## config.mk

```make
export PLATFORM = sky130hd
export DESIGN_NAME = stl_tl_master
export DESIGN_NICKNAME = d
export VERILOG_FILES = /design/src/rtl/stl_pkg.sv /design/src/rtl/stl_timeout_counter.sv /design/src/rtl/stl_tl_master.sv
export SDC_FILE = /design/constraint.sdc
export NUM_CORES = 1
export LEC_CHECK = 0
export BUFFER_PORTS_ARGS = -buffer_cell sky130_fd_sc_hd__clkbuf_2
export CAP_MARGIN = 10
export CORE_AREA = 2 2 180 182
export DETAILED_ROUTE_END_ITERATION = 10
export DIE_AREA = 0 0 182 184
export PLACE_DENSITY = 0.67
export SYNTH_ARGS = -nofsm -noshare
export SYNTH_HDL_FRONTEND = slang
export SYNTH_SLANG_ARGS = --single-unit
```

## constraint.sdc

```tcl
create_clock -name clk -period 12.4 [get_ports clk]
set_input_delay 3.1 -clock clk [delete_from_list [all_inputs] [get_ports clk]]
set_output_delay 3.1 -clock clk [all_outputs]
set_load 0.02 [all_outputs]
```

## src/rtl/stl_pkg.sv

```systemverilog
// Shared definitions for the serial-to-TileLink bridge: packet layout, TL opcodes,
// response flag positions, FSM states and the request format check.
package stl_pkg;

  localparam int PKT_OPCODE_LSB = 0;
  localparam int PKT_SIZE_LSB   = 8;
  localparam int PKT_MASK_LSB   = 16;
  localparam int PKT_RSVD_LSB   = 24;
  localparam int PKT_ADDR_LSB   = 32;
  localparam int PKT_DATA_LSB   = 64;

  localparam logic [2:0] TL_PUT_FULL_DATA   = 3'd0;
  localparam logic [2:0] TL_GET             = 3'd4;
  localparam logic [2:0] TL_ACCESS_ACK      = 3'd0;
  localparam logic [2:0] TL_ACCESS_ACK_DATA = 3'd1;

  localparam int RSP_DENIED_BIT  = 16;
  localparam int RSP_CORRUPT_BIT = 17;
  localparam int RSP_FMT_ERR_BIT = 18;
  localparam int RSP_TIMEOUT_BIT = 19;

  typedef enum logic [1:0] {
    ST_IDLE,
    ST_ISSUE_A,
    ST_WAIT_D,
    ST_RESP
  } stl_state_e;

  typedef struct packed {
    logic [2:0]  opcode;
    logic [3:0]  size;
    logic [7:0]  mask;
    logic [31:0] addr;
    logic [63:0] data;
  } stl_req_t;

  // Bit-for-bit image of the 128-bit response packet, MSB first.
  typedef struct packed {
    logic [63:0] data;
    logic [31:0] addr;
    logic [11:0] zero;
    logic        timeout;
    logic        fmt_err;
    logic        corrupt;
    logic        denied;
    logic [7:0]  d_size;
    logic [7:0]  d_opcode;
  } stl_rsp_t;

  function automatic logic fmt_error(input logic [7:0]  opcode,
                                     input logic [7:0]  size,
                                     input logic [31:0] addr);
    logic [31:0] lsb_mask;
    if (opcode != {5'd0, TL_PUT_FULL_DATA} && opcode != {5'd0, TL_GET}) return 1'b1;
    if (size > 8'd3) return 1'b1;
    lsb_mask = (32'd1 << size[1:0]) - 32'd1;
    return (addr & lsb_mask) != 32'd0;
  endfunction

endpackage

```

## src/rtl/stl_timeout_counter.sv

```systemverilog
// WAIT_D watchdog: counts enabled cycles since the last clear and flags the
// final cycle of the allowed window.
module stl_timeout_counter #(
  parameter int LIMIT = 100_000
) (
  input  logic clk_i,
  input  logic rst_i,
  input  logic clear_i,
  input  logic enable_i,
  output logic expired_o
);

  localparam int CW = (LIMIT > 1) ? $clog2(LIMIT) : 1;

  logic [CW-1:0] count_q, count_d;
  logic          at_limit;

  assign at_limit  = (count_q == CW'(LIMIT - 1));
  assign expired_o = enable_i && at_limit;

  always_comb begin
    count_d = count_q;
    if (clear_i)                    count_d = '0;
    else if (enable_i && !at_limit) count_d = count_q + 1'b1;
  end

  always_ff @(posedge clk_i or posedge rst_i) begin
    if (rst_i) count_q <= '0;
    else       count_q <= count_d;
  end

endmodule

```

## src/rtl/stl_tl_master.sv

```systemverilog
// Single-outstanding TL-UL master: turns one request packet into one A beat,
// waits for the matching D beat (or a timeout) and returns one response packet.
module stl_tl_master
  import stl_pkg::*;
#(
  parameter int TIMEOUT_CYCLES = 100_000,
  parameter int SOURCE_ID      = 0
) (
  input  logic         clk,
  input  logic         reset,
  input  logic         packet_valid,
  output logic         packet_ready,
  input  logic [127:0] packet_data,
  output logic         tl_response_valid,
  input  logic         tl_response_ready,
  output logic [127:0] tl_response_data,
  output logic         a_valid,
  input  logic         a_ready,
  output logic [2:0]   a_opcode,
  output logic [2:0]   a_param,
  output logic [3:0]   a_size,
  output logic [3:0]   a_source,
  output logic [31:0]  a_address,
  output logic [7:0]   a_mask,
  output logic [63:0]  a_data,
  output logic         a_corrupt,
  input  logic         d_valid,
  output logic         d_ready,
  input  logic [2:0]   d_opcode,
  input  logic [3:0]   d_size,
  input  logic [3:0]   d_source,
  input  logic         d_denied,
  input  logic [63:0]  d_data,
  input  logic         d_corrupt
);

  stl_state_e state_q, state_d;
  stl_req_t   req_q, req_d;
  stl_rsp_t   rsp_q, rsp_d;
  logic       tmo_clear, tmo_enable, tmo_expired;
  logic       d_match;
  logic       unused_rsvd;

  assign unused_rsvd = ^packet_data[PKT_RSVD_LSB +: 8];
  assign d_match     = d_valid && (d_source == 4'(SOURCE_ID));

  stl_timeout_counter #(.LIMIT(TIMEOUT_CYCLES)) u_tmo (
    .clk_i     (clk),
    .rst_i     (reset),
    .clear_i   (tmo_clear),
    .enable_i  (tmo_enable),
    .expired_o (tmo_expired)
  );

  always_comb begin
    state_d    = state_q;
    req_d      = req_q;
    rsp_d      = rsp_q;
    tmo_clear  = 1'b0;
    tmo_enable = 1'b0;
    case (state_q)
      ST_IDLE: begin
        if (packet_valid) begin
          req_d.opcode = packet_data[PKT_OPCODE_LSB +: 3];
          req_d.size   = packet_data[PKT_SIZE_LSB +: 4];
          req_d.mask   = packet_data[PKT_MASK_LSB +: 8];
          req_d.addr   = packet_data[PKT_ADDR_LSB +: 32];
          req_d.data   = packet_data[PKT_DATA_LSB +: 64];
          rsp_d        = '0;
          rsp_d.addr   = packet_data[PKT_ADDR_LSB +: 32];
          if (fmt_error(packet_data[PKT_OPCODE_LSB +: 8], packet_data[PKT_SIZE_LSB +: 8],
                        packet_data[PKT_ADDR_LSB +: 32])) begin
            rsp_d.fmt_err = 1'b1;
            state_d       = ST_RESP;
          end else begin
            state_d = ST_ISSUE_A;
          end
        end
      end
      ST_ISSUE_A: begin
        // Holding the counter clear here guarantees it starts at zero in WAIT_D.
        tmo_clear = 1'b1;
        if (a_ready) state_d = ST_WAIT_D;
      end
      ST_WAIT_D: begin
        tmo_enable = 1'b1;
        // A matching beat beats a coincident expiry; foreign-source beats are dropped.
        if (d_match) begin
          rsp_d          = '0;
          rsp_d.addr     = req_q.addr;
          rsp_d.d_opcode = {5'd0, d_opcode};
          rsp_d.d_size   = {4'd0, d_size};
          rsp_d.denied   = d_denied;
          rsp_d.corrupt  = d_corrupt;
          rsp_d.data     = (req_q.opcode == TL_GET) ? d_data : 64'd0;
          state_d        = ST_RESP;
        end else if (tmo_expired) begin
          rsp_d         = '0;
          rsp_d.addr    = req_q.addr;
          rsp_d.timeout = 1'b1;
          state_d       = ST_RESP;
        end
      end
      ST_RESP: begin
        if (tl_response_ready) state_d = ST_IDLE;
      end
      default: state_d = ST_IDLE;
    endcase
  end

  always_ff @(posedge clk or posedge reset) begin
    if (reset) begin
      state_q <= ST_IDLE;
      req_q   <= '0;
      rsp_q   <= '0;
    end else begin
      state_q <= state_d;
      req_q   <= req_d;
      rsp_q   <= rsp_d;
    end
  end

  // D is always drained outside ISSUE_A/RESP so late beats never stall the slave.
  assign packet_ready      = (state_q == ST_IDLE);
  assign d_ready           = (state_q == ST_IDLE) || (state_q == ST_WAIT_D);
  assign a_valid           = (state_q == ST_ISSUE_A);
  assign tl_response_valid = (state_q == ST_RESP);
  assign tl_response_data  = rsp_q;

  assign a_opcode  = req_q.opcode;
  assign a_param   = 3'd0;
  assign a_size    = req_q.size;
  assign a_source  = 4'(SOURCE_ID);
  assign a_address = req_q.addr;
  assign a_mask    = req_q.mask;
  assign a_data    = req_q.data;
  assign a_corrupt = 1'b0;

endmodule

```

### After elaboration in Yosys (flattened, before gate mapping)

Index checks and enable logic that the tools add are counted.

* flip-flop bits (word level): 258
* bits in latches: 0
* RAM bits: 0
* bits in read-only memories: 0
* output and inout port bits: 251
* word-level logic and storage cells: 76
* memories: 0

* add/sub/neg operators: 2
* $mul: 0
* div/mod/pow operators: 0
* magnitude comparators: 1
* equality and inequality tests: 10
* shifts and indexed selects: 1
* mux-type cells: 30
* bitwise gates (word level): 1
* reduce and logical (&&, ||, !) cells: 15

Operator list (number)
* 128-bit two-way mux: 3
* 128-bit one-hot mux with 2 select lines: 1
* 64-bit two-way mux: 1
* 17-bit two-way mux: 2
* 32-bit AND: 1
* 32-bit nonzero test: 1
* 1-bit by 2-bit left shift with 32-bit output (first input constant): 1
* 32-bit by 1-bit subtractor with 32-bit output (second input constant): 1
* 17-bit by 1-bit adder with 17-bit output (second input constant): 1
* 17-bit equality test (second input constant): 1
* 1-bit two-way mux: 16
* 2-bit two-way mux: 6
* 8-bit by 2-bit > comparator with 1-bit output (second input constant): 1
* 8-bit by 3-bit inequality test with 1-bit output (second input constant): 1
* 2-bit one-hot mux with 4 select lines: 1
* 8-bit nonzero test: 1
* 2-bit equality test (second input constant): 2
* 1-bit logical AND: 4
* 4-bit zero test: 1
* 2-bit by 1-bit inequality test with 1-bit output (second input constant): 2
* 4-bit AND reduction: 1
* 2-bit nonzero test: 2
* 3-bit equality test (second input constant): 1
* 3-bit inequality test (second input constant): 1
* other kinds (7): 7

### Depth between registers and ports, before layout

Gate-level depths: netlist of the first run.

* depth in word-level cells: 15
* mapped depth: 10
* depth with buffers taken out: 7

### Modules after synthesis

A second synthesis of the first run with hierarchy kept.

* cells, all modules: 706
* area total of the unflattened synthesis: 9982.1 um^2

By module, submodules not included
* stl_tl_master: instances 1, cells an instance 603, area each 8978.6 um^2
* stl_timeout_counter: instances 1, cells an instance 103, area each 1003.5 um^2

### Worst setup path after synthesis of the first run

No wires, ideal clock.

* path type: input-to-reg
* start: in d_source[1]
* end: reg rsp_q (netlist bit tl_response_data[100])
* setup time: 0.066 ns
* data arrival time: 4.849 ns
* data required time: 12.334 ns
* setup slack: 7.485 ns
* cell stages on the path: 7
* buffers on the path: 2
* cell sequence: nor4_1 -> nand2_1 -> nor3_2 -> and3_1 -> clkbuf_1 -> buf_1 -> a22o_1

* word-level cells in the longest chain between the ends: 4
* elaborated cells between the ends (all ways): 6
* those cells by class: eq/ne: 1; mux: 2; reduce/logical: 3

Ends and longest elaborated chain
* start, declared: RTL line stl_tl_master.sv:31 `input logic [3:0] d_source,`
* 4-bit zero test (*): RTL line stl_tl_master.sv:45 `assign d_match = d_valid && (d_source == 4'(SOURCE_ID));`
* 1-bit logical AND (*): RTL line stl_tl_master.sv:45
* 3-bit inequality test (no line) / 128-bit two-way mux (equally long branches)
* 3-bit AND reduction (no line) / 128-bit one-hot mux with 2 select lines (equally long branches)
* end signal, assigned: RTL line stl_tl_master.sv:119 `rsp_q <= rsp_d;`
* end, declared: RTL line stl_tl_master.sv:39 `stl_rsp_t rsp_q, rsp_d;`

Mark *: on every way between the ends. The rest lies on a longest branch, timed or not.
A chain may end at the register's enable or synchronous reset.

### Worst setup path after layout of the first run

* start: reg state_q[1]
* end: out a_valid

* word-level cells in the longest chain between the ends: 1

Ends and longest elaborated chain
* start, declared: RTL line stl_tl_master.sv:37 `stl_state_e state_q, state_d;`
* start signal, assigned: RTL line stl_tl_master.sv:117 `state_q <= state_d;`
* 2-bit by 1-bit equality test with 1-bit output: RTL line stl_tl_master.sv:126 `assign a_valid = (state_q == ST_ISSUE_A);`
* end, declared: RTL line stl_tl_master.sv:17 `output logic a_valid,`

Every way passes these cells.

==> impl_results.html, run 1 <==
<table>
<tr><th>Metric</th><th>Value</th></tr>
<tr><th colspan="2">Timing</th></tr>
<tr><td>Rel. slew slack</td><td>18.7%</td></tr>
<tr><td>Number of failing setup endpoints in the final timing report</td><td>0</td></tr>
<tr><td>Worst slew pin tran</td><td>1220 ps</td></tr>
<tr><td>TNS Setup</td><td>0 ps</td></tr>
<tr><td>Number of hold violations in the final report</td><td>0</td></tr>
<tr><td>Unrepaired setup endpoints after global routing</td><td>false</td></tr>
<tr><td>Minimum clock period after layout</td><td>5110 ps</td></tr>
<tr><td>Final setup skew</td><td>21.7 ps</td></tr>
<tr><td>Slew Viols, Final</td><td>0</td></tr>
<tr><td>Timing-limited maximum frequency</td><td>0.196 GHz</td></tr>
<tr><td>Final worst-path cycle share</td><td>41.2%</td></tr>
<tr><th colspan="2">Die</th></tr>
<tr><td>Die span in y</td><td>184 um</td></tr>
<tr><td>Area enclosed by the die boundary</td><td>0.0335 mm^2</td></tr>
<tr><td>Total number of placement rows</td><td>65</td></tr>
<tr><td>Top Ports</td><td>462</td></tr>
<tr><td>Area of the core</td><td>0.0314 mm^2</td></tr>
<tr><td>Die span in x</td><td>182 um</td></tr>
<tr><td>Initial core utilization</td><td>31.4%</td></tr>
<tr><th colspan="2">Final layout</th></tr>
<tr><td>Most frequent standard cell in the layout excluding fill and tap cells</td><td>sky130_fd_sc_hd__clkbuf_2</td></tr>
<tr><td>Fraction of layout instances using a drive strength above 1</td><td>57.5%</td></tr>
<tr><td>Cell Count, Final, Fillers Out</td><td>1,534</td></tr>
<tr><td>Area growth from synthesis to final layout</td><td>32.6%</td></tr>
<tr><td>Most frequent cells in the layout</td><td>424 x sky130_fd_sc_hd__clkbuf_2, 237 x sky130_fd_sc_hd__dfrtp_1, 173 x sky130_fd_sc_hd__mux2_2</td></tr>
<tr><td>Final net count</td><td>1,334</td></tr>
<tr><td>Number of antenna repair diodes</td><td>0</td></tr>
<tr><th colspan="2">Power and ir drop</th></tr>
<tr><td>Leak Pwr</td><td>0.00661 uW</td></tr>
<tr><td>Seq pwr share</td><td>35.9%</td></tr>
<tr><td>Power per cell area</td><td>253 mW/mm^2</td></tr>
<tr><td>Net switching power figure</td><td>1260 uW</td></tr>
<tr><td>Maximum vdd drop</td><td>165 uV</td></tr>
<tr><td>Sw Share</td><td>38.2%</td></tr>
<tr><td>Relative contribution of the clock network to total power</td><td>23.4%</td></tr>
<tr><td>Internal Power</td><td>2040 uW</td></tr>
<tr><td>Part of the total power dissipated in combinational logic</td><td>40.7%</td></tr>
<tr><th colspan="2">Setup path</th></tr>
<tr><td>Worst reg2reg path endpoint</td><td>tl_response_data[38]</td></tr>
<tr><td>Register-to-Register Setup Slack</td><td>8960 ps</td></tr>
<tr><td>Maximum fanout along the worst path</td><td>21</td></tr>
<tr><td>Worst reg2reg path depth</td><td>7</td></tr>
<tr><td>Worst endpoint data arrival time</td><td>2010 ps</td></tr>
<tr><td>Worst path max stage delay</td><td>660 ps</td></tr>
<tr><td>Cell chain of the critical path</td><td>inv_1 &gt; ha_1 &gt; clkbuf_2</td></tr>
<tr><td>Startpoint of the lowest-slack register-to-register path</td><td>state_q[0]</td></tr>
<tr><td>Slowest cell on the critical path</td><td>sky130_fd_sc_hd__ha_1</td></tr>
<tr><td>Kind of critical path</td><td>reg2out</td></tr>
<tr><td>Required time of the worst setup path</td><td>9300 ps</td></tr>
<tr><td>Capturing element type of the critical path</td><td>output port</td></tr>
<tr><td>Worst Setup Start Kind</td><td>flop</td></tr>
<tr><th colspan="2">Detailed routing</th></tr>
<tr><td>Detailed-route wire length per cell</td><td>18.1 um</td></tr>
<tr><td>Via-per-instance ratio</td><td>4.72</td></tr>
<tr><td>Routed vias</td><td>7,247</td></tr>
<tr><td>DRT Wirelength</td><td>27,700 um</td></tr>
<tr><td>Number of detailed-routing iterations run before antenna repair</td><td>5</td></tr>
<tr><td>Count of antenna-violating nets left after detailed routing</td><td>0</td></tr>
<tr><td>Initial DRC count</td><td>190</td></tr>
<tr><td>Post-detailed-route DRC marker count</td><td>0</td></tr>
<tr><th colspan="2">CTS</th></tr>
<tr><td>CTS buffer count</td><td>27</td></tr>
<tr><td>CTS max path bufs</td><td>3</td></tr>
<tr><td>TritonCTS Sinks</td><td>237</td></tr>
<tr><td>Clock Pin Slew Worst Setup and Hold Paths</td><td>60 ps</td></tr>
<tr><td>CTS resizes</td><td>0</td></tr>
<tr><td>H-Tree Level Count</td><td>1</td></tr>
<tr><td>Post-CTS setup buffer count</td><td>0</td></tr>
<tr><td>Later-pin clock latency in the skew report</td><td>530 ps</td></tr>
<tr><td>Number of hold buffers added after CTS</td><td>0</td></tr>
<tr><td>Clock root buffer master</td><td>sky130_fd_sc_hd__clkbuf_16</td></tr>
<tr><td>TritonCTS clock tree</td><td>done</td></tr>
<tr><th colspan="2">Logic synthesis</th></tr>
<tr><td>Number of enable flip-flop cells after synthesis</td><td>0</td></tr>
<tr><td>Share of flip-flops with an asynchronous set or reset after synthesis</td><td>100%</td></tr>
<tr><td>Combinational family with the most area after synthesis</td><td>multiplexers</td></tr>
<tr><td>Number of library cell types mapped by synthesis</td><td>46</td></tr>
<tr><td>Ranking of synthesized cells by area</td><td>sky130_fd_sc_hd__dfrtp_1 60%, sky130_fd_sc_hd__mux2_2 20%, sky130_fd_sc_hd__a22o_1 6.5%, sky130_fd_sc_hd__buf_4 2.3%, sky130_fd_sc_hd__buf_6 1.0%</td></tr>
<tr><td>Post-synthesis xor/xnor area fraction</td><td>0.356%</td></tr>
<tr><td>Synthesized-area fraction occupied by ao, oa, aoi and oai cells</td><td>9.23%</td></tr>
<tr><td>Multiplexer share of the synthesized area</td><td>19.9%</td></tr>
<tr><td>Synth warn</td><td>0</td></tr>
<tr><td>Adder-cell share of the synthesized area</td><td>0.890%</td></tr>
<tr><td>Post-synthesis register bit count</td><td>237</td></tr>
<tr><td>Top cell type's share of synthesized area</td><td>60.2%</td></tr>
<tr><td>Synth Cell Area</td><td>0.00985 mm^2</td></tr>
<tr><td>Post-synthesis cell type with the largest combined area</td><td>sky130_fd_sc_hd__dfrtp_1</td></tr>
<tr><td>Average size of a mapped cell</td><td>14.1 um^2</td></tr>
<tr><td>Post-Syn Instances</td><td>699</td></tr>
<tr><td>Leading register cell type out of synthesis</td><td>sky130_fd_sc_hd__dfrtp_1</td></tr>
<tr><td>Sequential element share of the synthesized area</td><td>60.2%</td></tr>
<tr><td>Simple-Gate Fraction of Synth Area</td><td>4.44%</td></tr>
<tr><th colspan="2">Global routing</th></tr>
<tr><td>Total congestion overflow</td><td>0</td></tr>
<tr><td>Wire length of the first global-routing pass</td><td>42,000 um</td></tr>
<tr><td>All-Layer GR Usage</td><td>15.8%</td></tr>
<tr><td>Antenna violations before repair</td><td>1</td></tr>
<tr><td>Largest net degree at the start of global routing</td><td>100</td></tr>
<tr><td>Number of global-route vias before repair</td><td>7,525</td></tr>
<tr><th colspan="2">Run status</th></tr>
<tr><td>Status</td><td>completed</td></tr>
<tr><th colspan="2">Placed design</th></tr>
<tr><td># placed instances</td><td>1,489</td></tr>
<tr><td>GPL Wtd Cong</td><td>0.784</td></tr>
<tr><td>Placed wire-length estimate</td><td>20,100 um</td></tr>
<tr><td>Count of input and output buffers</td><td>424</td></tr>
<tr><th colspan="2">Min path</th></tr>
<tr><td>Number of stages on the worst hold path</td><td>1</td></tr>
<tr><td>Min-Delay Endpoint</td><td>a_data[55]</td></tr>
<tr><td>HP Class</td><td>reg2reg</td></tr>
<tr><td>Worst Min Path Start</td><td>a_data[55]</td></tr>
<tr><th colspan="2">Run</th></tr>
<tr><td>Max Cap Violations</td><td>0</td></tr>
</table>
==> registers in the layout, indices dropped and copies added (netlist names) <==
name              count
tl_response_data    107
a_data               64
a_address            32
u_tmo.count_q        17
a_mask                8
a_size                4
a_opcode              3
state_q               2
==> cells by family (layout without fill, tap and decap cells) <==
group / Yosys count / after routing
AOI/OAI and AO/OA: 116 / 116
xor gates and xnor gates: 4 / 4
adders and majority gates: 7 / 7
buffers and inverters: 81 / 486
DFF: 237 / 237
muxes: 174 / 174
other: 1 / 29
and+or+nand+nor: 79 / 79
==> synthesized netlist by cell type (2+ instances only) <==
library cell	count
sky130_fd_sc_hd__dfrtp_1	237
sky130_fd_sc_hd__o31ai_1	4
sky130_fd_sc_hd__buf_6	9
sky130_fd_sc_hd__mux2_2	173
sky130_fd_sc_hd__nor4_1	7
sky130_fd_sc_hd__nor2_1	12
sky130_fd_sc_hd__ha_1	7
sky130_fd_sc_hd__inv_1	11
sky130_fd_sc_hd__a22o_1	73
sky130_fd_sc_hd__o2bb2ai_1	2
sky130_fd_sc_hd__nand3_1	11
sky130_fd_sc_hd__xor2_1	3
sky130_fd_sc_hd__nor4b_1	2
sky130_fd_sc_hd__or4_1	5
sky130_fd_sc_hd__nand4_1	6
sky130_fd_sc_hd__a21oi_1	14
sky130_fd_sc_hd__o211ai_1	2
sky130_fd_sc_hd__or3_1	5
sky130_fd_sc_hd__o21ai_0	11
sky130_fd_sc_hd__buf_4	30
sky130_fd_sc_hd__and3_1	4
sky130_fd_sc_hd__nor2b_1	3
sky130_fd_sc_hd__nand2_1	15
sky130_fd_sc_hd__clkbuf_1	17
sky130_fd_sc_hd__nand3b_1	2
sky130_fd_sc_hd__buf_1	13
sky130_fd_sc_hd__o41ai_1	2
==> critical path: cells and delay by family (launching register included) <==
family | cells | cell delay, ps
adders and majority gates | 1 | 660
buffers and inverters | 2 | 410
DFF | 1 | 400
==> worst max path at each step <==
stage | from | endpoint | slack (ps) | depth (start not counted)
after floorplan | reset | a_address[0] | 2800 | 1
after global placement | d_source[1] | tl_response_data[101] | 6840 | 7
after detailed placement | d_source[1] | tl_response_data[78] | 6810 | 7
after CTS | state_q[1] | a_valid | 7250 | 3
after global routing | state_q[1] | a_valid | 7130 | 3
final | state_q[1] | a_valid | 7290 | 3
==> area by class of cell <==
cell class / instances / area, um^2
Clock buffer: 39 / 791
Clock inverter: 6 / 65.1
Fill cell: 2977 / 18300
Inverter: 11 / 48.8
Multi-Input combinational cell: 409 / 3550
Sequential cell: 237 / 5930
Tap cell: 402 / 503
Timing Repair Buffer: 430 / 2170
==> routing by layer <==
metal	global-route usage, %	up-vias	wire length [um]
li1	-	3332	-
met1	18.6	3565	10900
met2	27.9	303	13900
met3	4.68	45	2110
met4	4.84	2	778
met5	0	-	12
==> metrics by stage <==
stage                     total power, uW  utilization (%)  instance area (um^2)  worst slack [ps]  hold slack [ps]
after floorplan                      2130                -                  9950              2800              507
after global placement               2530             38.9                 12200              6840              487
after detailed placement             2560             38.9                 12200              6810              490
after CTS                            3350             41.6                 13100              7250              505
after global routing                 3490             41.6                 13100              7130              511
final                                3300             41.6                 13100              7290              500
==> power groups by stage <==
stage          clock (uW)  combinational [uW]  sequential, uW
5_1_grt               830                1440            1220
3_3_place_gp            0                1350            1180
4_1_cts               800                1370            1180
6_report              772                1340            1180
2_1_floorplan           0                 650            1480
3_5_place_dp            0                1370            1190
No activity file was read; power rests on OpenSTA's default activity.
==> run 2, diff against run 1 <==
Settings changed: ABC_AREA from default to 1, CORE_AREA 2 2 180 182 to 2 2 181 183, DIE_AREA 0 0 182 184 to 0 0 183 185, PLACE_DENSITY 0.67 to 0.69.
Clock period 12.4 ns to 5.11 ns, I/O delays scaled along.
==> run 2 against run 1 <==
Net effect:
- clock-buffer cell count down 4
- largest cell class unchanged
- via count up 19%
- routed wire length up 11%
- utilization up 1.5 points
- first-iteration DRC count up 98%
- register-to-register slack worse by 6700 ps
- critical path depth up 2
- worst setup slack worse by 5200 ps
- sequential cell count unchanged
- sequential power up 140%
==> impl_results.html, run 2 <==
<table>
<tr><th>Metric</th><th>Value</th></tr>
<tr><th colspan="2">Logic synthesis</th></tr>
<tr><td>Top cell type's share of synthesized area</td><td>56.0% (was 60.2%)</td></tr>
<tr><td>Post-synthesis register bit count</td><td>237 (unchanged)</td></tr>
<tr><td>Synth Cell Area</td><td>0.0106 mm^2 (was 0.00985 mm^2)</td></tr>
<tr><td>Simple-Gate Fraction of Synth Area</td><td>15.3% (was 4.44%)</td></tr>
<tr><td>Multiplexer share of the synthesized area</td><td>9.59% (was 19.9%)</td></tr>
<tr><td>Adder-cell share of the synthesized area</td><td>0.827% (was 0.890%)</td></tr>
<tr><td>Leading cell type by number of instances after synthesis</td><td>sky130_fd_sc_hd__nand2_1 (was sky130_fd_sc_hd__dfrtp_1)</td></tr>
<tr><td>Number of library cell types mapped by synthesis</td><td>32 (was 46)</td></tr>
<tr><td>Average size of a mapped cell</td><td>9.99 um^2 (was 14.1 um^2)</td></tr>
<tr><td>Most instantiated cells after synthesis</td><td>278 x sky130_fd_sc_hd__nand2_1, 237 x sky130_fd_sc_hd__dfrtp_1, 84 x sky130_fd_sc_hd__mux2_2 (was 237 x sky130_fd_sc_hd__dfrtp_1, 173 x sky130_fd_sc_hd__mux2_2, 73 x sky130_fd_sc_hd__a22o_1)</td></tr>
<tr><td>Synthesized-area fraction occupied by ao, oa, aoi and oai cells</td><td>10.1% (was 9.23%)</td></tr>
<tr><td>Sequential element share of the synthesized area</td><td>56.0% (was 60.2%)</td></tr>
<tr><td>Post-Syn Instances</td><td>1,061 (was 699)</td></tr>
<tr><td>Number of enable flip-flop cells after synthesis</td><td>0 (unchanged)</td></tr>
<tr><td>Synth warn</td><td>0 (unchanged)</td></tr>
<tr><td>Post-synthesis xor/xnor area fraction</td><td>0.661% (was 0.356%)</td></tr>
<tr><td>Combinational family with the most area after synthesis</td><td>simple AND/OR/NAND/NOR gates (was multiplexers)</td></tr>
<tr><td>Ranking of synthesized cells by area</td><td>sky130_fd_sc_hd__dfrtp_1 56%, sky130_fd_sc_hd__nand2_1 9.8%, sky130_fd_sc_hd__mux2_2 8.9%, sky130_fd_sc_hd__o21ai_2 4.1%, sky130_fd_sc_hd__nor2_1 2.6% (was sky130_fd_sc_hd__dfrtp_1 60%, sky130_fd_sc_hd__mux2_2 20%, sky130_fd_sc_hd__a22o_1 6.5%, sky130_fd_sc_hd__buf_4 2.3%, sky130_fd_sc_hd__buf_6 1.0%)</td></tr>
<tr><td>Share of flip-flops with an asynchronous set or reset after synthesis</td><td>100% (unchanged)</td></tr>
<tr><td>Post-synthesis cell type with the largest combined area</td><td>sky130_fd_sc_hd__dfrtp_1 (unchanged)</td></tr>
<tr><td>Leading register cell type out of synthesis</td><td>sky130_fd_sc_hd__dfrtp_1 (unchanged)</td></tr>
<tr><th colspan="2">Setup path</th></tr>
<tr><td>Register-to-Register Setup Slack</td><td>2290 ps (was 8960 ps)</td></tr>
<tr><td>Critical Path End</td><td>d_ready (was a_valid)</td></tr>
<tr><td>Startpoint of the lowest-slack register-to-register path</td><td>state_q[0] (unchanged)</td></tr>
<tr><td>Cell chain of the critical path</td><td>inv_1 &gt; ha_1 &gt; inv_1 &gt; nand2_1 &gt; clkbuf_2 (was inv_1 &gt; ha_1 &gt; clkbuf_2)</td></tr>
<tr><td>Worst endpoint data arrival time</td><td>1740 ps (was 2010 ps)</td></tr>
<tr><td>Startpoint of the most critical setup path</td><td>state_q[1] (unchanged)</td></tr>
<tr><td>Worst Setup Start Kind</td><td>flop (unchanged)</td></tr>
<tr><td>Slowest cell on the critical path</td><td>sky130_fd_sc_hd__dfrtp_1 (was sky130_fd_sc_hd__ha_1)</td></tr>
<tr><td>Worst reg2reg path endpoint</td><td>tl_response_data[115] (was tl_response_data[38])</td></tr>
<tr><td>Worst reg2reg path depth</td><td>8 (was 7)</td></tr>
<tr><td>Required time of the worst setup path</td><td>3830 ps (was 9300 ps)</td></tr>
<tr><td>Worst path max stage delay</td><td>420 ps (was 660 ps)</td></tr>
<tr><td>Kind of critical path</td><td>reg2out (unchanged)</td></tr>
<tr><td>Critical path's most frequent cell</td><td>sky130_fd_sc_hd__inv_1</td></tr>
<tr><td>Capturing element type of the critical path</td><td>output port (unchanged)</td></tr>
<tr><td>Maximum fanout along the worst path</td><td>5 (was 21)</td></tr>
<tr><th colspan="2">Die</th></tr>
<tr><td>Die span in x</td><td>183 um (was 182 um)</td></tr>
<tr><td>Area of the core</td><td>0.0320 mm^2 (was 0.0314 mm^2)</td></tr>
<tr><td>Area enclosed by the die boundary</td><td>0.0339 mm^2 (was 0.0335 mm^2)</td></tr>
<tr><td>Top Ports</td><td>462 (unchanged)</td></tr>
<tr><td>Total number of placement rows</td><td>66 (was 65)</td></tr>
<tr><td>Die span in y</td><td>185 um (was 184 um)</td></tr>
<tr><td>Initial core utilization</td><td>33.1% (was 31.4%)</td></tr>
<tr><th colspan="2">CTS</th></tr>
<tr><td>TritonCTS clock tree</td><td>done (unchanged)</td></tr>
<tr><td>Number of hold buffers added after CTS</td><td>0 (unchanged)</td></tr>
<tr><td>H-Tree Level Count</td><td>1 (unchanged)</td></tr>
<tr><td>Clock root buffer master</td><td>sky130_fd_sc_hd__clkbuf_16 (unchanged)</td></tr>
<tr><td>Post-CTS setup buffer count</td><td>0 (unchanged)</td></tr>
<tr><td>CTS max path bufs</td><td>3 (unchanged)</td></tr>
<tr><td>CTS buffer count</td><td>27 (unchanged)</td></tr>
<tr><td>CTS resizes</td><td>0 (unchanged)</td></tr>
<tr><td>Clock Pin Slew Worst Setup and Hold Paths</td><td>60 ps (about the same)</td></tr>
<tr><td>Later-pin clock latency in the skew report</td><td>550 ps (was 530 ps)</td></tr>
<tr><td>TritonCTS Sinks</td><td>237 (unchanged)</td></tr>
<tr><th colspan="2">Global routing</th></tr>
<tr><td>Number of global-route vias before repair</td><td>8,353 (was 7,525)</td></tr>
<tr><td>Largest net degree at the start of global routing</td><td>90 (was 100)</td></tr>
<tr><td>Wire length of the first global-routing pass</td><td>46,800 um (was 42,000 um)</td></tr>
<tr><td>Total congestion overflow</td><td>0 (unchanged)</td></tr>
<tr><td>Antenna violations before repair</td><td>0 (was 1)</td></tr>
<tr><td>All-Layer GR Usage</td><td>17.5% (was 15.8%)</td></tr>
<tr><th colspan="2">Run</th></tr>
<tr><td>Max Cap Violations</td><td>0 (unchanged)</td></tr>
<tr><th colspan="2">Timing</th></tr>
<tr><td>Minimum clock period after layout</td><td>3020 ps</td></tr>
<tr><td>Worst slew pin tran</td><td>1070 ps (was 1220 ps)</td></tr>
<tr><td>Number of hold violations in the final report</td><td>0 (unchanged)</td></tr>
<tr><td>Timing-limited maximum frequency</td><td>0.331 GHz</td></tr>
<tr><td>Fin worst setup slack</td><td>2090 ps (was 7290 ps)</td></tr>
<tr><td>Rel. slew slack</td><td>28.7% (was 18.7%)</td></tr>
<tr><td>Number of failing setup endpoints in the final timing report</td><td>0 (unchanged)</td></tr>
<tr><td>Slew Viols, Final</td><td>0 (unchanged)</td></tr>
<tr><td>TNS Setup</td><td>0 ps (unchanged)</td></tr>
<tr><td>Final setup skew</td><td>22.4 ps (was 21.7 ps)</td></tr>
<tr><td>Final worst-path cycle share</td><td>59.1%</td></tr>
<tr><td>Unrepaired setup endpoints after global routing</td><td>false (unchanged)</td></tr>
<tr><th colspan="2">Detailed routing</th></tr>
<tr><td>Number of detailed-routing iterations run before antenna repair</td><td>4 (was 5)</td></tr>
<tr><td>Via-per-instance ratio</td><td>4.53 (was 4.72)</td></tr>
<tr><td>Post-detailed-route DRC marker count</td><td>0 (unchanged)</td></tr>
<tr><td>DRT Wirelength</td><td>30,700 um (was 27,700 um)</td></tr>
<tr><td>Routed vias</td><td>8,593 (was 7,247)</td></tr>
<tr><td>Initial DRC count</td><td>376 (was 190)</td></tr>
<tr><td>Count of antenna-violating nets left after detailed routing</td><td>0 (unchanged)</td></tr>
<tr><td>Detailed-route wire length per cell</td><td>16.2 um (was 18.1 um)</td></tr>
<tr><th colspan="2">Final layout</th></tr>
<tr><td>Most frequent cells in the layout</td><td>424 x sky130_fd_sc_hd__clkbuf_2, 277 x sky130_fd_sc_hd__nand2_1, 237 x sky130_fd_sc_hd__dfrtp_1 (was 424 x sky130_fd_sc_hd__clkbuf_2, 237 x sky130_fd_sc_hd__dfrtp_1, 173 x sky130_fd_sc_hd__mux2_2)</td></tr>
<tr><td>Most frequent standard cell in the layout excluding fill and tap cells</td><td>sky130_fd_sc_hd__clkbuf_2 (unchanged)</td></tr>
<tr><td>Fillers</td><td>3,136 (was 2,977)</td></tr>
<tr><td>Final net count</td><td>1,690 (was 1,334)</td></tr>
<tr><td>Area growth from synthesis to final layout</td><td>30.4% (was 32.6%)</td></tr>
<tr><td>Number of flip-flops under the largest register name</td><td>107 (unchanged)</td></tr>
<tr><td>Register area</td><td>0.00593 mm^2 (unchanged)</td></tr>
<tr><td>Multi-input gate area in the final layout</td><td>0.00399 mm^2 (was 0.00355 mm^2)</td></tr>
<tr><td>Fraction of layout instances using a drive strength above 1</td><td>42.5% (was 57.5%)</td></tr>
<tr><th colspan="2">Power and ir drop</th></tr>
<tr><td>Leak Pwr</td><td>0.00699 uW (was 0.00661 uW)</td></tr>
<tr><td>Maximum vdd drop</td><td>407 uV (was 165 uV)</td></tr>
<tr><td>Power per cell area</td><td>598 mW/mm^2 (was 253 mW/mm^2)</td></tr>
<tr><th colspan="2">Placed design</th></tr>
<tr><td>Count of input and output buffers</td><td>424 (unchanged)</td></tr>
<tr><td>Post-placement worst setup slack</td><td>1480 ps (was 6810 ps)</td></tr>
<tr><td>GPL Wtd Cong</td><td>0.807 (was 0.784)</td></tr>
<tr><td>Placed wire-length estimate</td><td>22,700 um (was 20,100 um)</td></tr>
<tr><th colspan="2">Run status</th></tr>
<tr><td>Status</td><td>completed (unchanged)</td></tr>
<tr><th colspan="2">Min path</th></tr>
<tr><td>HP Class</td><td>reg2reg (unchanged)</td></tr>
</table>
## run 2: changes by cell type after synthesis, moves of 12 or more
cell / delta
sky130_fd_sc_hd__nand2_1: +263
sky130_fd_sc_hd__mux2_2: -89
sky130_fd_sc_hd__a22o_1: -73
sky130_fd_sc_hd__nor2_1: +60
sky130_fd_sc_hd__o21ai_1: +53
sky130_fd_sc_hd__o21ai_2: +50
sky130_fd_sc_hd__inv_1: +43
sky130_fd_sc_hd__o21ai_0: +29
sky130_fd_sc_hd__nand3_1: +15
sky130_fd_sc_hd__buf_1: -13
sky130_fd_sc_hd__a21oi_1: +12
sky130_fd_sc_hd__buf_2: +12
## run 2: metrics by stage
step	utilization, %	area (um^2)	std cells	hold WS [ps]	power [uW]
2_1_floorplan	-	10700	1089	470	5380
3_3_place_gp	40.3	12900	1850	464	6340
3_5_place_dp	40.3	12900	1850	468	6420
4_1_cts	43.1	13800	1896	482	8380
5_1_grt	43.1	13800	1897	498	8770
6_report	43.1	13800	1898	480	8260
## run 2: cell families after synthesis
group	after synthesis
xor gates and xnor gates	8
muxes	91
DFF	237
other	1
buffers and inverters	140
and+or+nand+nor	402
AOI/OAI and AO/OA	175
adders and majority gates	7
## run 2: metal layers
layer / track usage [%] / wire (um) / vias up
met5: 0 / 0 / -
met4: 5.73 / 1000 / 0
met3: 4.60 / 2380 / 50
met2: 31.3 / 15100 / 342
met1: 20.5 / 12200 / 3981
li1: - / - / 4220
## run 2: final cells by class
class	count	share of cell area, %
clock buffer	35	5.47
multi-input combinational	712	28.9
tap	408	3.69
timing repair buffer	437	16.6
clock inverter	11	0.833
inverter	57	1.58
antenna	1	0.0181
sequential	237	42.9
## run 2: how the worst min path moves through the flow
stage                         startpoint                   end  cells after the start
finish              tl_response_data[65]  tl_response_data[65]                      2
detailed placement  tl_response_data[48]  tl_response_data[48]                      2
global route        tl_response_data[59]  tl_response_data[59]                      2
global placement    tl_response_data[73]  tl_response_data[73]                      2
floorplan              u_tmo.count_q[13]     u_tmo.count_q[13]                      2
CTS                 tl_response_data[48]  tl_response_data[48]                      2
## run 2: power breakdown
group	total, uW	internal (uW)	switching, uW
registers	2840	2480	359
logic	3500	1180	2320
clock network	1920	1140	781
## run 2: critical path, delay by kind of cell (launching register included)
kind                     cells  cell delay, ps
adder cells (fa/ha/maj)      1             280
buffers and inverters        3             370
flip-flops                   1             420
AND/OR/NAND/NOR              1             130
==> run 3, diff against run 2 <==
Settings changed: PLACE_DENSITY 0.69 to 0.72.
Clock period 5.11 ns to 2.6 ns, I/O delays scaled along.
==> run 3 against run 2 <==
Net effect:
- global-route usage about the same
- clock-buffer cell count grew 2
- critical path type unchanged
- critical path depth did not move
- combinational power grew 100%
- die area did not move
- worst hold slack got worse by 400 ps
- critical endpoint unchanged
- largest cell class unchanged
- highest routed layer unchanged
- non-clock buffer count is 16 higher
- first-iteration DRC count rose by 2.4%
==> impl_results.html, run 3 (synthesized netlist as in run 2, its figures left out) <==
<table>
<tr><th>Metric</th><th>Value</th></tr>
<tr><th colspan="2">Timing</th></tr>
<tr><td>Final worst-path cycle share</td><td>92.3%</td></tr>
<tr><td>Number of failing setup endpoints in the final timing report</td><td>0 (unchanged)</td></tr>
<tr><td>Final setup skew</td><td>17.7 ps (was 22.4 ps)</td></tr>
<tr><td>Minimum clock period after layout</td><td>2400 ps</td></tr>
<tr><td>Rel. slew slack</td><td>65.7% (was 28.7%)</td></tr>
<tr><td>Worst slew pin tran</td><td>514 ps (was 1070 ps)</td></tr>
<tr><td>TNS Setup</td><td>0 ps (unchanged)</td></tr>
<tr><td>Unrepaired setup endpoints after global routing</td><td>false (unchanged)</td></tr>
<tr><td>Slew Viols, Final</td><td>0 (unchanged)</td></tr>
<tr><td>Timing-limited maximum frequency</td><td>0.416 GHz</td></tr>
<tr><td>Number of hold violations in the final report</td><td>0 (unchanged)</td></tr>
<tr><td>Hold_ws</td><td>85.1 ps (was 480 ps)</td></tr>
<tr><th colspan="2">CTS</th></tr>
<tr><td>H-Tree Level Count</td><td>1 (unchanged)</td></tr>
<tr><td>TritonCTS Sinks</td><td>237 (unchanged)</td></tr>
<tr><td>Post-CTS setup buffer count</td><td>0 (unchanged)</td></tr>
<tr><td>Clock root buffer master</td><td>sky130_fd_sc_hd__clkbuf_16 (unchanged)</td></tr>
<tr><td>Clock Pin Slew Worst Setup and Hold Paths</td><td>60 ps (about the same)</td></tr>
<tr><td>Number of hold buffers added after CTS</td><td>0 (unchanged)</td></tr>
<tr><td>TritonCTS clock tree</td><td>done (unchanged)</td></tr>
<tr><td>CTS buffer count</td><td>27 (unchanged)</td></tr>
<tr><td>CTS max path bufs</td><td>3 (unchanged)</td></tr>
<tr><td>CTS resizes</td><td>0 (unchanged)</td></tr>
<tr><td>Later-pin clock latency in the skew report</td><td>540 ps (was 550 ps)</td></tr>
<tr><th colspan="2">Setup path</th></tr>
<tr><td>Worst Setup Start Kind</td><td>flop (unchanged)</td></tr>
<tr><td>Worst endpoint data arrival time</td><td>1750 ps (was 1740 ps)</td></tr>
<tr><td>Critical path's most frequent cell</td><td>sky130_fd_sc_hd__inv_1 (unchanged)</td></tr>
<tr><td>Maximum fanout along the worst path</td><td>5 (unchanged)</td></tr>
<tr><td>Slowest cell on the critical path</td><td>sky130_fd_sc_hd__dfrtp_1 (unchanged)</td></tr>
<tr><td>Worst reg2reg path depth</td><td>12 (was 8)</td></tr>
<tr><td>Worst reg2reg path endpoint</td><td>tl_response_data[104] (was tl_response_data[115])</td></tr>
<tr><td>Startpoint of the lowest-slack register-to-register path</td><td>u_tmo.count_q[0] (was state_q[0])</td></tr>
<tr><td>Worst path max stage delay</td><td>410 ps (was 420 ps)</td></tr>
<tr><td>Startpoint of the most critical setup path</td><td>state_q[0] (was state_q[1])</td></tr>
<tr><td>Capturing element type of the critical path</td><td>output port (unchanged)</td></tr>
<tr><td>Required time of the worst setup path</td><td>1950 ps (was 3830 ps)</td></tr>
<tr><td>Cell chain of the critical path</td><td>inv_1 &gt; ha_1 &gt; inv_1 &gt; nand2_1 &gt; clkbuf_2 (unchanged)</td></tr>
<tr><td>Kind of critical path</td><td>reg2out (unchanged)</td></tr>
<tr><td>Register-to-Register Setup Slack</td><td>370 ps (was 2290 ps)</td></tr>
<tr><th colspan="2">Global routing</th></tr>
<tr><td>All-Layer GR Usage</td><td>17.5% (about the same)</td></tr>
<tr><td>Total congestion overflow</td><td>0 (unchanged)</td></tr>
<tr><td>Largest net degree at the start of global routing</td><td>79 (was 90)</td></tr>
<tr><td>Number of global-route vias before repair</td><td>8,522 (was 8,353)</td></tr>
<tr><td>Wire length of the first global-routing pass</td><td>46,900 um (was 46,800 um)</td></tr>
<tr><td>Antenna violations before repair</td><td>0 (unchanged)</td></tr>
<tr><th colspan="2">Final layout</th></tr>
<tr><td>Fraction of layout instances using a drive strength above 1</td><td>43.2% (was 42.5%)</td></tr>
<tr><td>Number of flip-flops under the largest register name</td><td>107 (unchanged)</td></tr>
<tr><td>Fillers</td><td>3,088 (was 3,136)</td></tr>
<tr><td>Most frequent cells in the layout</td><td>424 x sky130_fd_sc_hd__clkbuf_2, 277 x sky130_fd_sc_hd__nand2_1, 237 x sky130_fd_sc_hd__dfrtp_1 (unchanged)</td></tr>
<tr><td>Area growth from synthesis to final layout</td><td>32.5% (was 30.4%)</td></tr>
<tr><td>Most frequent standard cell in the layout excluding fill and tap cells</td><td>sky130_fd_sc_hd__clkbuf_2 (unchanged)</td></tr>
<tr><td>Number of antenna repair diodes</td><td>0 (was 1)</td></tr>
<tr><td>Final net count</td><td>1,706 (was 1,690)</td></tr>
<tr><th colspan="2">Die</th></tr>
<tr><td>Area of the core</td><td>0.0320 mm^2 (unchanged)</td></tr>
<tr><td>Top Ports</td><td>462 (unchanged)</td></tr>
<tr><td>Die span in y</td><td>185 um (unchanged)</td></tr>
<tr><td>Initial core utilization</td><td>33.1% (unchanged)</td></tr>
<tr><td>Area enclosed by the die boundary</td><td>0.0339 mm^2 (unchanged)</td></tr>
<tr><td>Die span in x</td><td>183 um (unchanged)</td></tr>
<tr><td>Total number of placement rows</td><td>66 (unchanged)</td></tr>
<tr><th colspan="2">Detailed routing</th></tr>
<tr><td>Via-per-instance ratio</td><td>4.54 (was 4.53)</td></tr>
<tr><td>Initial DRC count</td><td>385 (was 376)</td></tr>
<tr><td>Number of detailed-routing iterations run before antenna repair</td><td>5 (was 4)</td></tr>
<tr><td>Detailed-route wire length per cell</td><td>16.0 um (was 16.2 um)</td></tr>
<tr><td>Routed vias</td><td>8,689 (was 8,593)</td></tr>
<tr><td>Count of antenna-violating nets left after detailed routing</td><td>0 (unchanged)</td></tr>
<tr><td>Post-detailed-route DRC marker count</td><td>0 (unchanged)</td></tr>
<tr><td>DRT Wirelength</td><td>30,700 um (about the same)</td></tr>
<tr><th colspan="2">Power and ir drop</th></tr>
<tr><td>Leak Pwr</td><td>0.00711 uW (was 0.00699 uW)</td></tr>
<tr><td>Maximum vdd drop</td><td>848 uV (was 407 uV)</td></tr>
<tr><td>Total Power</td><td>16,700 uW (was 8260 uW)</td></tr>
<tr><td>Power per cell area</td><td>1190 mW/mm^2 (was 598 mW/mm^2)</td></tr>
<tr><th colspan="2">Placed design</th></tr>
<tr><td>GPL Wtd Cong</td><td>0.860 (was 0.807)</td></tr>
<tr><td>Count of input and output buffers</td><td>424 (unchanged)</td></tr>
<tr><td>Placed wire-length estimate</td><td>23,400 um (was 22,700 um)</td></tr>
<tr><th colspan="2">Run</th></tr>
<tr><td>Max Cap Violations</td><td>0 (unchanged)</td></tr>
<tr><th colspan="2">Run status</th></tr>
<tr><td>Status</td><td>completed (unchanged)</td></tr>
<tr><th colspan="2">Min path</th></tr>
<tr><td>HP Class</td><td>in2async (was reg2reg)</td></tr>
</table>
## run 3: changes by cell type in the layout (fill, tap and decap cells not counted), sizes merged
cell,previous run,this run
buf,13,29
bufinv,2,3
clkbuf,459,461
clkinv,7,3
diode,1,0
inv,57,59
## run 3: critical path: cells and delay by family, from the launching register on
kind                       cells  cell delay, ps
buffers and inverters          3             380
DFF                            1             410
adders and majority gates      1             280
and+or+nand+nor                1             140
## run 3: area by class of cell
type | count | area (um^2) | area share (%)
Inverter | 57 | 219 | 1.56
Timing Repair Buffer | 453 | 2450 | 17.5
Clock buffer | 37 | 793 | 5.65
Sequential cell | 237 | 5930 | 42.2
Multi-Input combinational cell | 712 | 3990 | 28.4
Clock inverter | 10 | 145 | 1.03
Tap cell | 408 | 510 | 3.64
## run 3: per-layer routing
metal	global-route usage [%]	vias up	wire length (um)
met5	0	-	0
met4	4.74	0	729
met3	4.88	53	2590
met2	31.5	355	15400
met1	20.5	4029	12000
li1	-	4252	-
## run 3: how the worst max path moves through the flow
stage,endpoint,slack [ps],cells after the start
2_1_floorplan,a_address[0],-1160,1
6_report,d_ready,200,5
4_1_cts,d_ready,150,5
3_3_place_gp,tl_response_data[84],450,12
5_1_grt,d_ready,80,5
3_5_place_dp,tl_response_data[108],390,12
## run 3: where the power goes
| group | switching (uW) | internal, uW |
|---|---|---|
| combinational | 4590 | 2460 |
| sequential | 740 | 4880 |
| clock | 1550 | 2430 |
| total | 6880 | 9780 |
## run 3: stage by stage
stage | setup slack [ps] | area, um^2 | util (%) | instances
final | 199 | 14000 | 43.8 | 1914
after global routing | 83.7 | 14000 | 43.8 | 1914
after CTS | 155 | 14000 | 43.8 | 1914
after detailed placement | 386 | 13100 | 40.9 | 1867
after global placement | 446 | 13100 | 40.9 | 1867
after floorplan | -1160 | 10700 | - | 1089
